### src/rtl/controle_varredura_torreta.sv
// Turret sweep-and-engage scheduler: ping-pong servo sweep, one
// ultrasonic measurement per position, fire handshake on close threats.
module controle_varredura_torreta #(
    parameter int          T_ASSENTAMENTO = 25_000_000,
    parameter int          T_TIMEOUT      = 1_500_000,
    parameter int          N_POSICOES     = 8,
    parameter logic [11:0] LIMIAR_BCD     = 12'h050
) (
    input  logic        clock,
    input  logic        reset,
    input  logic        ligar,
    input  logic        fim_medida,
    input  logic [11:0] medida,
    input  logic        municao_vazia,
    input  logic        disparo_feito,
    output logic        mede,
    output logic [2:0]  posicao,
    output logic        pede_disparo,
    output logic        ameaca_detectada,
    output logic        fim_posicao,
    output logic        erro_medida,
    output logic [3:0]  db_estado
);

    typedef enum logic [3:0] {
        INICIAL = 4'd0,
        PREPARA = 4'd1,
        ASSENTA = 4'd2,
        MEDE    = 4'd3,
        AGUARDA = 4'd4,
        AVALIA  = 4'd5,
        DISPARA = 4'd6,
        PROXIMA = 4'd7
    } estado_t;

    // One shared counter serves both the settle wait and the timeout.
    localparam int TMAX = (T_ASSENTAMENTO > T_TIMEOUT) ?
                          T_ASSENTAMENTO : T_TIMEOUT;
    localparam int CW   = $clog2(TMAX + 1);

    localparam logic [CW-1:0] FIM_ASS = CW'(T_ASSENTAMENTO - 1);
    localparam logic [CW-1:0] FIM_TO  = CW'(T_TIMEOUT - 1);
    localparam logic [CW-1:0] UM      = CW'(1);
    localparam logic [2:0]    POS_MAX = 3'(N_POSICOES - 1);

    estado_t       estado_q;
    logic [CW-1:0] cnt_q;
    logic [2:0]    pos_q;
    logic          desce_q;
    logic          ameaca_q;
    logic          pede_q;
    logic          erro_q;
    logic [11:0]   medida_q;

    logic [2:0]    pos_d;
    logic          desce_d;
    logic          ameaca_d;

    // BCD digit order matches numeric order, so a binary compare works.
    assign ameaca_d = (medida_q < LIMIAR_BCD);

    // Next sweep position: bounce off both ends of the range.
    always_comb begin
        pos_d   = pos_q;
        desce_d = desce_q;
        if (!desce_q) begin
            if (pos_q == POS_MAX) begin
                desce_d = 1'b1;
                pos_d   = POS_MAX - 3'd1;
            end else begin
                pos_d = pos_q + 3'd1;
            end
        end else begin
            if (pos_q == 3'd0) begin
                desce_d = 1'b0;
                pos_d   = 3'd1;
            end else begin
                pos_d = pos_q - 3'd1;
            end
        end
    end

    // Main scheduler; every output is a register or a state decode.
    always_ff @(posedge clock or posedge reset) begin
        if (reset) begin
            estado_q <= INICIAL;
            cnt_q    <= '0;
            pos_q    <= '0;
            desce_q  <= 1'b0;
            ameaca_q <= 1'b0;
            pede_q   <= 1'b0;
            erro_q   <= 1'b0;
            medida_q <= '0;
        end else begin
            erro_q <= 1'b0;
            unique case (estado_q)
                INICIAL: begin
                    if (ligar)
                        estado_q <= PREPARA;
                end
                PREPARA: begin
                    pos_q    <= '0;
                    desce_q  <= 1'b0;
                    ameaca_q <= 1'b0;
                    cnt_q    <= '0;
                    estado_q <= ligar ? ASSENTA : INICIAL;
                end
                ASSENTA: begin
                    if (!ligar) begin
                        estado_q <= INICIAL;
                    end else if (cnt_q == FIM_ASS) begin
                        cnt_q    <= '0;
                        estado_q <= MEDE;
                    end else begin
                        cnt_q <= cnt_q + UM;
                    end
                end
                MEDE: begin
                    cnt_q    <= '0;
                    estado_q <= ligar ? AGUARDA : INICIAL;
                end
                AGUARDA: begin
                    if (!ligar) begin
                        estado_q <= INICIAL;
                    end else if (fim_medida) begin
                        // A result in the timeout cycle still counts.
                        medida_q <= medida;
                        estado_q <= AVALIA;
                    end else if (cnt_q == FIM_TO) begin
                        erro_q   <= 1'b1;
                        ameaca_q <= 1'b0;
                        estado_q <= PROXIMA;
                    end else begin
                        cnt_q <= cnt_q + UM;
                    end
                end
                AVALIA: begin
                    ameaca_q <= ameaca_d;
                    if (!ligar)
                        estado_q <= INICIAL;
                    else if (ameaca_d && !municao_vazia)
                        estado_q <= DISPARA;
                    else
                        estado_q <= PROXIMA;
                end
                DISPARA: begin
                    // Request rises one cycle in; the ack is only
                    // honoured once the request is visible.
                    if (!pede_q) begin
                        pede_q <= 1'b1;
                    end else if (disparo_feito) begin
                        pede_q   <= 1'b0;
                        estado_q <= ligar ? PROXIMA : INICIAL;
                    end
                end
                PROXIMA: begin
                    pos_q    <= pos_d;
                    desce_q  <= desce_d;
                    cnt_q    <= '0;
                    estado_q <= ligar ? ASSENTA : INICIAL;
                end
                default: begin
                    estado_q <= INICIAL;
                end
            endcase
        end
    end

    assign mede             = (estado_q == MEDE);
    assign fim_posicao      = (estado_q == PROXIMA);
    assign posicao          = pos_q;
    assign pede_disparo     = pede_q;
    assign ameaca_detectada = ameaca_q;
    assign erro_medida      = erro_q;
    assign db_estado        = estado_q;

endmodule
### config.mk
export PLATFORM = sky130hd
export DESIGN_NAME = controle_varredura_torreta
export DESIGN_NICKNAME = d
export VERILOG_FILES = /design/src/rtl/controle_varredura_torreta.sv
export SDC_FILE = /design/constraint.sdc
export NUM_CORES = 1
export LEC_CHECK = 0
export CAP_MARGIN = 20
export CORE_MARGIN = 5
export CORE_UTILIZATION = 50
export CTS_BUF_LIST = sky130_fd_sc_hd__clkbuf_16
export DETAILED_ROUTE_END_ITERATION = 8
export HOLD_SLACK_MARGIN = 0.05
export PLACE_DENSITY = 0.81
export SLEW_MARGIN = 20
export SYNTH_ARGS = -nofsm -noshare
export SYNTH_HDL_FRONTEND = slang
export SYNTH_SLANG_ARGS = --single-unit
export TNS_END_PERCENT = 10
### constraint.sdc
create_clock -name clock -period 2.2 [get_ports clock]
set_input_delay 0.66 -clock clock [delete_from_list [all_inputs] [get_ports clock]]
set_output_delay 0.66 -clock clock [all_outputs]
set_load 0.02 [all_outputs]
---- Word-level counts from Yosys, hierarchy flattened ----
Index checks and enable logic that the tools add are counted.
word-level totals
  register bits after elaboration ......... 48
  output and inout port bits .............. 12
  word-level logic and storage cells ...... 83
cells by class
  add/sub/neg operators ................... 3
  $lt $le $gt $ge ......................... 1
  eq/ne operators ......................... 20
  mux-type cells .......................... 38
  reductions and logical operators ........ 13
operators by type and width
  kind                                                                            number
  25-bit two-way mux                                                              5
  25-bit case mux with 3 select lines                                             1
  4-bit two-way mux                                                               8
  4-bit case mux with 7 select lines                                              1
  25-bit by 1-bit adder with 25-bit output (second input constant)                1
  25-bit by 21-bit == test with 1-bit output (second input constant)              1
  25-bit == test (second input constant)                                          1
  3-bit two-way mux                                                               6
  4-bit by 3-bit == test with 1-bit output (second input constant)                4
  2-bit != test (second input constant)                                           8
  1-bit two-way mux                                                               13
  12-bit by 7-bit less-than comparator with 1-bit output (second input constant)  1
  5-bit AND reduction                                                             2
  4-bit by 2-bit == test with 1-bit output (second input constant)                2
  3-bit case mux with 2 select lines                                              1
  3-bit nonzero test                                                              2
  4-bit by 1-bit == test with 1-bit output (second input constant)                1
  4-bit zero test                                                                 1
  4-bit != test (second input constant)                                           1
  4-bit AND reduction                                                             1
  3-bit by 1-bit adder with 3-bit output (second input constant)                  1
  3-bit == test (second input constant)                                           1
  3-bit zero test                                                                 1
  3-bit != test (second input constant)                                           1
  10 further kinds                                                                10

---- Longest topological paths before layout ----
Gate-level depths: netlist of the first run.
  depth after elaboration ................. 5
  mapped depth ............................ 7
  mapped depth without buffers ............ 6

---- Least setup slack after synthesis of the first run ----
OpenSTA, ideal clock, no wires.
  path type ............................... input port to flip-flop
  start point ............................. input port ligar
  end point ............................... register cnt_q[22]
  library setup time ...................... 121 ps
  arrival ................................. 1,968 ps
  setup slack ............................. 111 ps
  cell stages on the path ................. 6
  cell sequence ........................... nor4bb_1 > nand2b_1 > clkbuf_1 > a2111oi_1 > xnor2_1 > nor2_1
between the ends
  longest elaborated chain between the ends .. 2
  elaborated cells between the ends (all ways) .. 3
  classes of those cells .................. 2 x eq/ne; 1 x reduce/logical
ends and longest elaborated chain
  item                                      line  RTL
  from (decl)                               11    input logic ligar,
  2-bit != test (no source line)            --
  5-bit AND reduction (no source line) (*)  --
  to (signal assigned)                      115   cnt_q <= cnt_q + UM;
  to (signal assigned)                      134   cnt_q <= cnt_q + UM;
  to (decl)                                 47    logic [CW-1:0] cnt_q;
Mark *: on every way between the ends. The rest lies on a longest branch, timed or not.
A chain may end at the register's enable or synchronous reset.

---- Worst setup path in the final report of the first run ----
  start point ............................. register cnt_q[24]
  end point ............................... register cnt_q[10]
between the ends
  longest elaborated chain between the ends .. 4
  elaborated cells between the ends (all ways) .. 7
  classes of those cells .................. 3 x eq/ne; 3 x mux; 1 x reduce/logical
ends and longest elaborated chain
  item                                 line  RTL
  25-bit == test                       111   end else if (cnt_q == FIM_ASS) begin
  25-bit two-way mux                   111
  25-bit two-way mux                   109   if (!ligar) begin
  25-bit case mux with 3 select lines  96    unique case (estado_q)
Parallel ways exist; a longest one is shown, timed or not. The select of a mux whose other input is x is not followed.

==> impl_metrics.tcl, run 1 <==
set metrics [dict create \
    end_kind "flop" \
    path_class "reg2reg" \
    dieArea_um2 6802 \
    cts_tree "yes" \
    die_x_um 82.48 \
    hp-class "reg2reg" \
    cts-root-buf "clkbuf_16" \
    grt_pass1_wl_um 11110 \
    worstPathMaxFanout 5 \
    drc_errors 0 \
    hold_violations 0 \
    clock-sinks 43 \
    clk_pin_slew_worst_paths_ps 60 \
    syn_area_um2 2626 \
    drtIter0Drc 169 \
    maxCapViolations 0 \
    pwr-share-comb_pct 43.6 \
    instances_no_fill 413 \
    vias 2435 \
    syn_nets 307 \
    p_sw_share_pct 36.23 \
    irDropWorstVdd_v 0.0007019 \
    port_buffers 24 \
    htreeDepth 2 \
    pin_count 30 \
    ys_types 55 \
    power.internal_mw 2.309 \
    async_flop_share_pct 100.0 \
    hp-start "medida_q[6]" \
    ys_seq_area_share_pct 40.97 \
    drv_slew 0 \
    drt_first_pass_iters 4 \
    ys_ff_latch 43 \
    synthCells 284 \
    r2r_start "cnt_q[24]" \
    syn2layout_area_growth_pct 35.83 \
    preCtsSetupSlack_ps -468.3 \
    r2r-end "cnt_q[10]" \
    rsz0062_at_grt "true" \
    ys.flop_type "dfrtp_1" \
    place_congestion 0.9048 \
    net-switching-power_mw 1.312 \
    grt_pass1_vias 2406 \
    cts_made_buffers 5 \
    dp.cells 401 \
    antenna_found_initial 0 \
    whs_path_depth 1 \
    layout_commonest_cell "dfrtp_1" \
    status "finished, final reports clean" \
    most-common-layout-cells "dfrtp_1, buf_4, nor2_1" \
    max-slew-margin-rel_pct 62.59 \
    layout-drive-gt1-share_pct 25.36 \
    finalCritPeriodShare_pct 98.56 \
    grt_overflow 0 \
    power_density_nw_per_um2 1015 \
    p_clk_share_pct 26.6 \
    fin_worst_skew_ps 3.199 \
    min_to "medida_q[6]" \
    fp.dieH_um 82.48 \
    totalWireLength_um 6810 \
    synth_edf_count 0 \
    worstSkewPairLatency_ps 290 \
    synth_warnings 0 \
    wl_per_cell_um 16.49 \
    avgSynthCellArea_um2 9.247 \
    place_hpwl_um 4451 \
    fmax_ghz 0.4612 \
    vias_per_cell 5.896 \
    seqPwrFrac_pct 29.8 \
    tightestPinTransition_ps 555.3 \
    startpoint_type "flop" \
    grt_max_degree 44 \
    start_util_pct 51.42 \
    rrSetupSlack_ps 30 \
    setup_slack_ps 31.59 \
    cp.required_ps 2370 \
    p_leak_nw 1.527 \
    diodes 0 \
    cp.arrival_ps 2340 \
    nets 365 \
    setup_viol 0 \
    stdcell_area_um2 3567 \
    ff2ff_path_depth 7 \
    detail-route-antenna-nets 0 \
    place_area_um2 3186 \
    grtUsageTotal_pct 21.18 \
    period_needed_ps 2168 \
    total_power_mw 3.620 \
    core-area_um2 5107 \
    cts_buffer_depth 2 \
    fp-row-count 26 \
]
[sequential cells by signal (all words and copies together), names as in the netlist]
| name | count |
|---|---|
| ameaca_detectada | 1 |
| posicao | 3 |
| desce_q | 1 |
| erro_medida | 1 |
| cnt_q | 25 |
| db_estado | 3 |
| pede_disparo | 1 |
| medida_q | 8 |
[power by group through the flow]
stage	Clock, mW	Sequential, mW	Combinational (mW)
after floorplan	0	1.10	0.813
after global routing	1.01	1.11	1.71
final	0.963	1.08	1.58
after CTS	0.972	1.07	1.44
after global placement	0	1.07	1.38
after detailed placement	0	1.08	1.42
[worst max path at each step]
stage | cells past startpoint | end | slack (ps) | startpoint
finish | 7 | cnt_q[10] | 30 | cnt_q[24]
global route | 7 | cnt_q[10] | -50 | cnt_q[24]
CTS | 8 | cnt_q[24] | -50 | ligar
detailed placement | 6 | cnt_q[12] | -470 | ligar
global placement | 7 | cnt_q[24] | -410 | ligar
floorplan | 6 | cnt_q[22] | 110 | ligar
[cell families after synthesis]
kind of cell,synth area share (%)
AND/OR/NAND/NOR,24.87
AO/OA/AOI/OAI,16.58
flip-flops,40.97
buffers and inverters,3.811
multiplexers,6.575
XOR/XNOR,4.669
adder cells (fa/ha/maj),2.382
other,0.1428
[cells in the mapped netlist, drive strengths merged, types with 2 or more instances]
| cell | count | area, um2 |
|---|---|---|
| nor2 | 27 | 101.4 |
| nor2b | 2 | 12.51 |
| a21oi | 13 | 68.82 |
| a31oi | 5 | 31.28 |
| nor3 | 11 | 60.06 |
| and4 | 4 | 35.03 |
| o21a | 2 | 15.01 |
| clkbuf | 11 | 41.29 |
| o21ai | 12 | 60.05 |
| buf | 3 | 17.52 |
| nor4 | 6 | 52.55 |
| nand2b | 3 | 18.77 |
| a211oi | 5 | 37.54 |
| dfrtp | 43 | 1076 |
| or4b | 2 | 23.77 |
| o21bai | 2 | 15.01 |
| mux2 | 10 | 112.6 |
| ha | 5 | 62.56 |
| a21o | 2 | 15.01 |
| nand2 | 21 | 78.83 |
| inv | 11 | 41.29 |
| nand3 | 13 | 65.06 |
| and3 | 8 | 50.05 |
| mux2i | 6 | 60.06 |
| and2 | 6 | 37.54 |
| nand3b | 3 | 22.52 |
| xnor2 | 14 | 122.6 |
| nand4 | 5 | 31.28 |
| o211ai | 8 | 60.06 |
| or3 | 2 | 12.51 |
[critical path: stages (launching register included)]
cell and delay, ps:
dfrtp_1 400, or4_4 550, nor4_4 360, buf_4 200
a21o_1 140, buf_6 130, mux2i_1 180, a31oi_1 90
[per-stage QoR]
step	hold slack (ps)	utilization (%)	setup TNS, ps
after floorplan	472.8	-	0
after global placement	481.4	62.37	-8902
after detailed placement	494.4	62.37	-10500
after CTS	508.5	66.68	-142.8
after global routing	522.5	69.84	-600.3
final	504.8	69.84	0
[per-layer routing]
metal / vias up / wire [um] / track usage [%]
li1: 1144 / - / -
met1: 1180 / 2849 / 26.90
met2: 92 / 3391 / 35.58
met3: 19 / 403 / 3.145
met4: 0 / 165 / 9.468
met5: - / 0 / 0
[layout make-up]
| type | count | area (um2) |
|---|---|---|
| inverter | 11 | 41.29 |
| sequential | 43 | 1081 |
| clock inverter | 3 | 67.56 |
| multi-input combinational | 216 | 1597 |
| timing repair buffer | 65 | 568.0 |
| fill | 359 | 1540 |
| clock buffer | 5 | 125.1 |
| tap | 70 | 87.58 |
[repair_timing]
item	in CTS	in global routing
endpoints found under the setup margin	21	29
resized for setup	7	24
pin swaps	0	4
hold buffers	0	0
buffers inserted	1	3
Note: power is estimated with default switching activity, not from simulation.
==> run 2, diff against run 1 <==
GPL_TIMING_DRIVEN = 0   (was unset)
==> run 2 against run 1 <==
  * Fmax is 0.27% lower
  * Highest routed layer unchanged
  * Sequential share of layout area is 0.91 points higher
  * Critical endpoint is now db_estado[2]
  * Power is 1.6% higher
==> impl_metrics.tcl, run 2 (synthesis results as in run 1) <==
set metrics [dict create \
    holdBufCountCts 0 \
    hp-class "reg2reg" \
    die_x_um 82.48 \
    path_class "reg2reg" \
    layout_commonest_cell "dfrtp_1" \
    layout-drive-gt1-share_pct 22.19 \
    p_sw_share_pct 36.74 \
    net-switching-power_mw 1.351 \
    cts_made_buffers 5 \
    tightestPinTransition_ps 490.2 \
    detail-route-antenna-nets 0 \
    pin_count 30 \
    drv_slew 0 \
    hold_violations 0 \
    fmax_ghz 0.4599 \
    end_kind "flop" \
    fin_tns_setup_ps 0 \
    grtUsageTotal_pct 20.23 \
    fp-row-count 26 \
    reg_top3 "cnt_q (25), medida_q (8)" \
    worstPathMaxFanout 6 \
    power.internal_mw 2.326 \
    place_congestion 0.8791 \
    dieArea_um2 6802 \
    vias_per_cell 5.957 \
    startpoint_type "flop" \
    fin_worst_skew_ps 3.956 \
    wl_per_cell_um 17.09 \
    htreeDepth 2 \
    diodes 0 \
    finalCritPeriodShare_pct 98.83 \
    total_power_mw 3.677 \
    max_stage_delay_ps 570 \
    top_register "cnt_q" \
    worstSkewPairLatency_ps 290 \
    stdcell_area_um2 3460 \
    grt_max_degree 32 \
    grt_pass1_wl_um 10480 \
    drt_first_pass_iters 4 \
    regArea_um2 1080 \
    nets 351 \
    power_density_nw_per_um2 1063 \
    cp.arrival_ps 2350 \
    p_leak_nw 1.424 \
    grt_overflow 0 \
    cpMaxStageDelayCell "or4b_4" \
    drtIter0Drc 306 \
    rsz0062_at_grt "true" \
    vias 2377 \
    largest_register_ffs 25 \
    period_needed_ps 2174 \
    drc_errors 0 \
    port_buffers 24 \
    max-slew-margin-rel_pct 67.10 \
    place_area_um2 2974 \
    cts_tree "yes" \
    most-common-layout-cells "dfrtp_1, nor2_1, clkdlybuf4s50_1" \
    totalWireLength_um 6820 \
    crit_chain "or4b_4 -> nor4_4 -> a21oi_4 -> a31o_4 -> o31a_1" \
    setup_viol 0 \
    whs_path_depth 1 \
    clock-sinks 43 \
    grt_pass1_vias 2163 \
    pwr-share-comb_pct 45.0 \
    start_util_pct 51.42 \
    fp.dieH_um 82.48 \
    irDropWorstVdd_v 0.0007584 \
    status "finished, final reports clean" \
    cts_buffer_depth 2 \
    cts-root-buf "clkbuf_16" \
    fin_util_pct 67.74 \
    place_hpwl_um 4206 \
    syn2layout_area_growth_pct 31.73 \
    core-area_um2 5107 \
    ff2ff_path_depth 5 \
    clk_pin_slew_worst_paths_ps 60 \
    maxCapViolations 0 \
    nFillCells 368 \
    seqPwrFrac_pct 28.6 \
    multi_input_area_um2 1593 \
    antenna_found_initial 0 \
    cp.required_ps 2370 \
    p_clk_share_pct 26.4 \
]
==> run 2: cell count changes in the layout (fill, tap and decap cells not counted), sizes merged <==
cell / change
clkdlybuf4s15: +1
dlygate4sd2: -2
buf: -19
clkinv: -1
clkbuf: +6
inv: +1
==> run 2: through the flow <==
step | worst slack (ps) | hold WS, ps | cells
after CTS | -27.43 | 503.6 | 392
after floorplan | 111.0 | 472.8 | 284
after global routing | -38.06 | 518.2 | 399
final | 25.83 | 502.7 | 399
after global placement | -611.2 | 482.1 | 378
after detailed placement | -652.8 | 475.4 | 379
==> run 2: path summary, 6_finish.rpt <==
check / to / from / slack [ps]
min in group asynchronous: medida_q[11] / reset / 630
min: medida_q[4] / medida_q[4] / 500
min reg2reg: medida_q[4] / medida_q[4] / 500
max in group asynchronous: cnt_q[12] / reset / 1090
max reg2reg: db_estado[2] / cnt_q[16] / 30
max: db_estado[2] / cnt_q[16] / 30
==> run 2: worst max-delay path, delay by kind of cell (launching register included) <==
| kind | cells | cell delay (ps) |
|---|---|---|
| compound gates | 3 | 670 |
| flops | 1 | 430 |
| simple gates | 2 | 960 |
==> run 2: cell type report <==
class	count	share of cell area (%)
Clock inverter	3	1.953
Clock buffer	5	3.617
Sequential cell	43	31.21
Multi-Input combinational cell	216	46.04
Inverter	11	1.193
Buffer	14	3.363
Timing Repair Buffer	37	10.09
Tap cell	70	2.532
==> run 2: routing by layer <==
layer / vias up / track usage (%) / share of wire [%]
li1: 1123 / - / -
met1: 1128 / 26.85 / 41
met2: 107 / 33.09 / 50
met3: 19 / 3.905 / 6.8
met4: 0 / 6.645 / 2.4
met5: - / 0 / 0
==> run 2: timing repair <==
action                                  CTS  global route
setup buffers                             5             6
endpoints found under the setup margin   29            29
cloned                                    0             1
pin swaps                                 2            10
resized for setup                        40            28
==> run 2: power groups by stage <==
stage                     clock network [mW]  logic (mW)  registers (mW)
final                                  0.970        1.65            1.05
after global routing                    1.02        1.77            1.07
after CTS                              0.969        1.42            1.06
after detailed placement                   0        1.25            1.07
after global placement                     0        1.21            1.06
after floorplan                            0       0.813            1.10
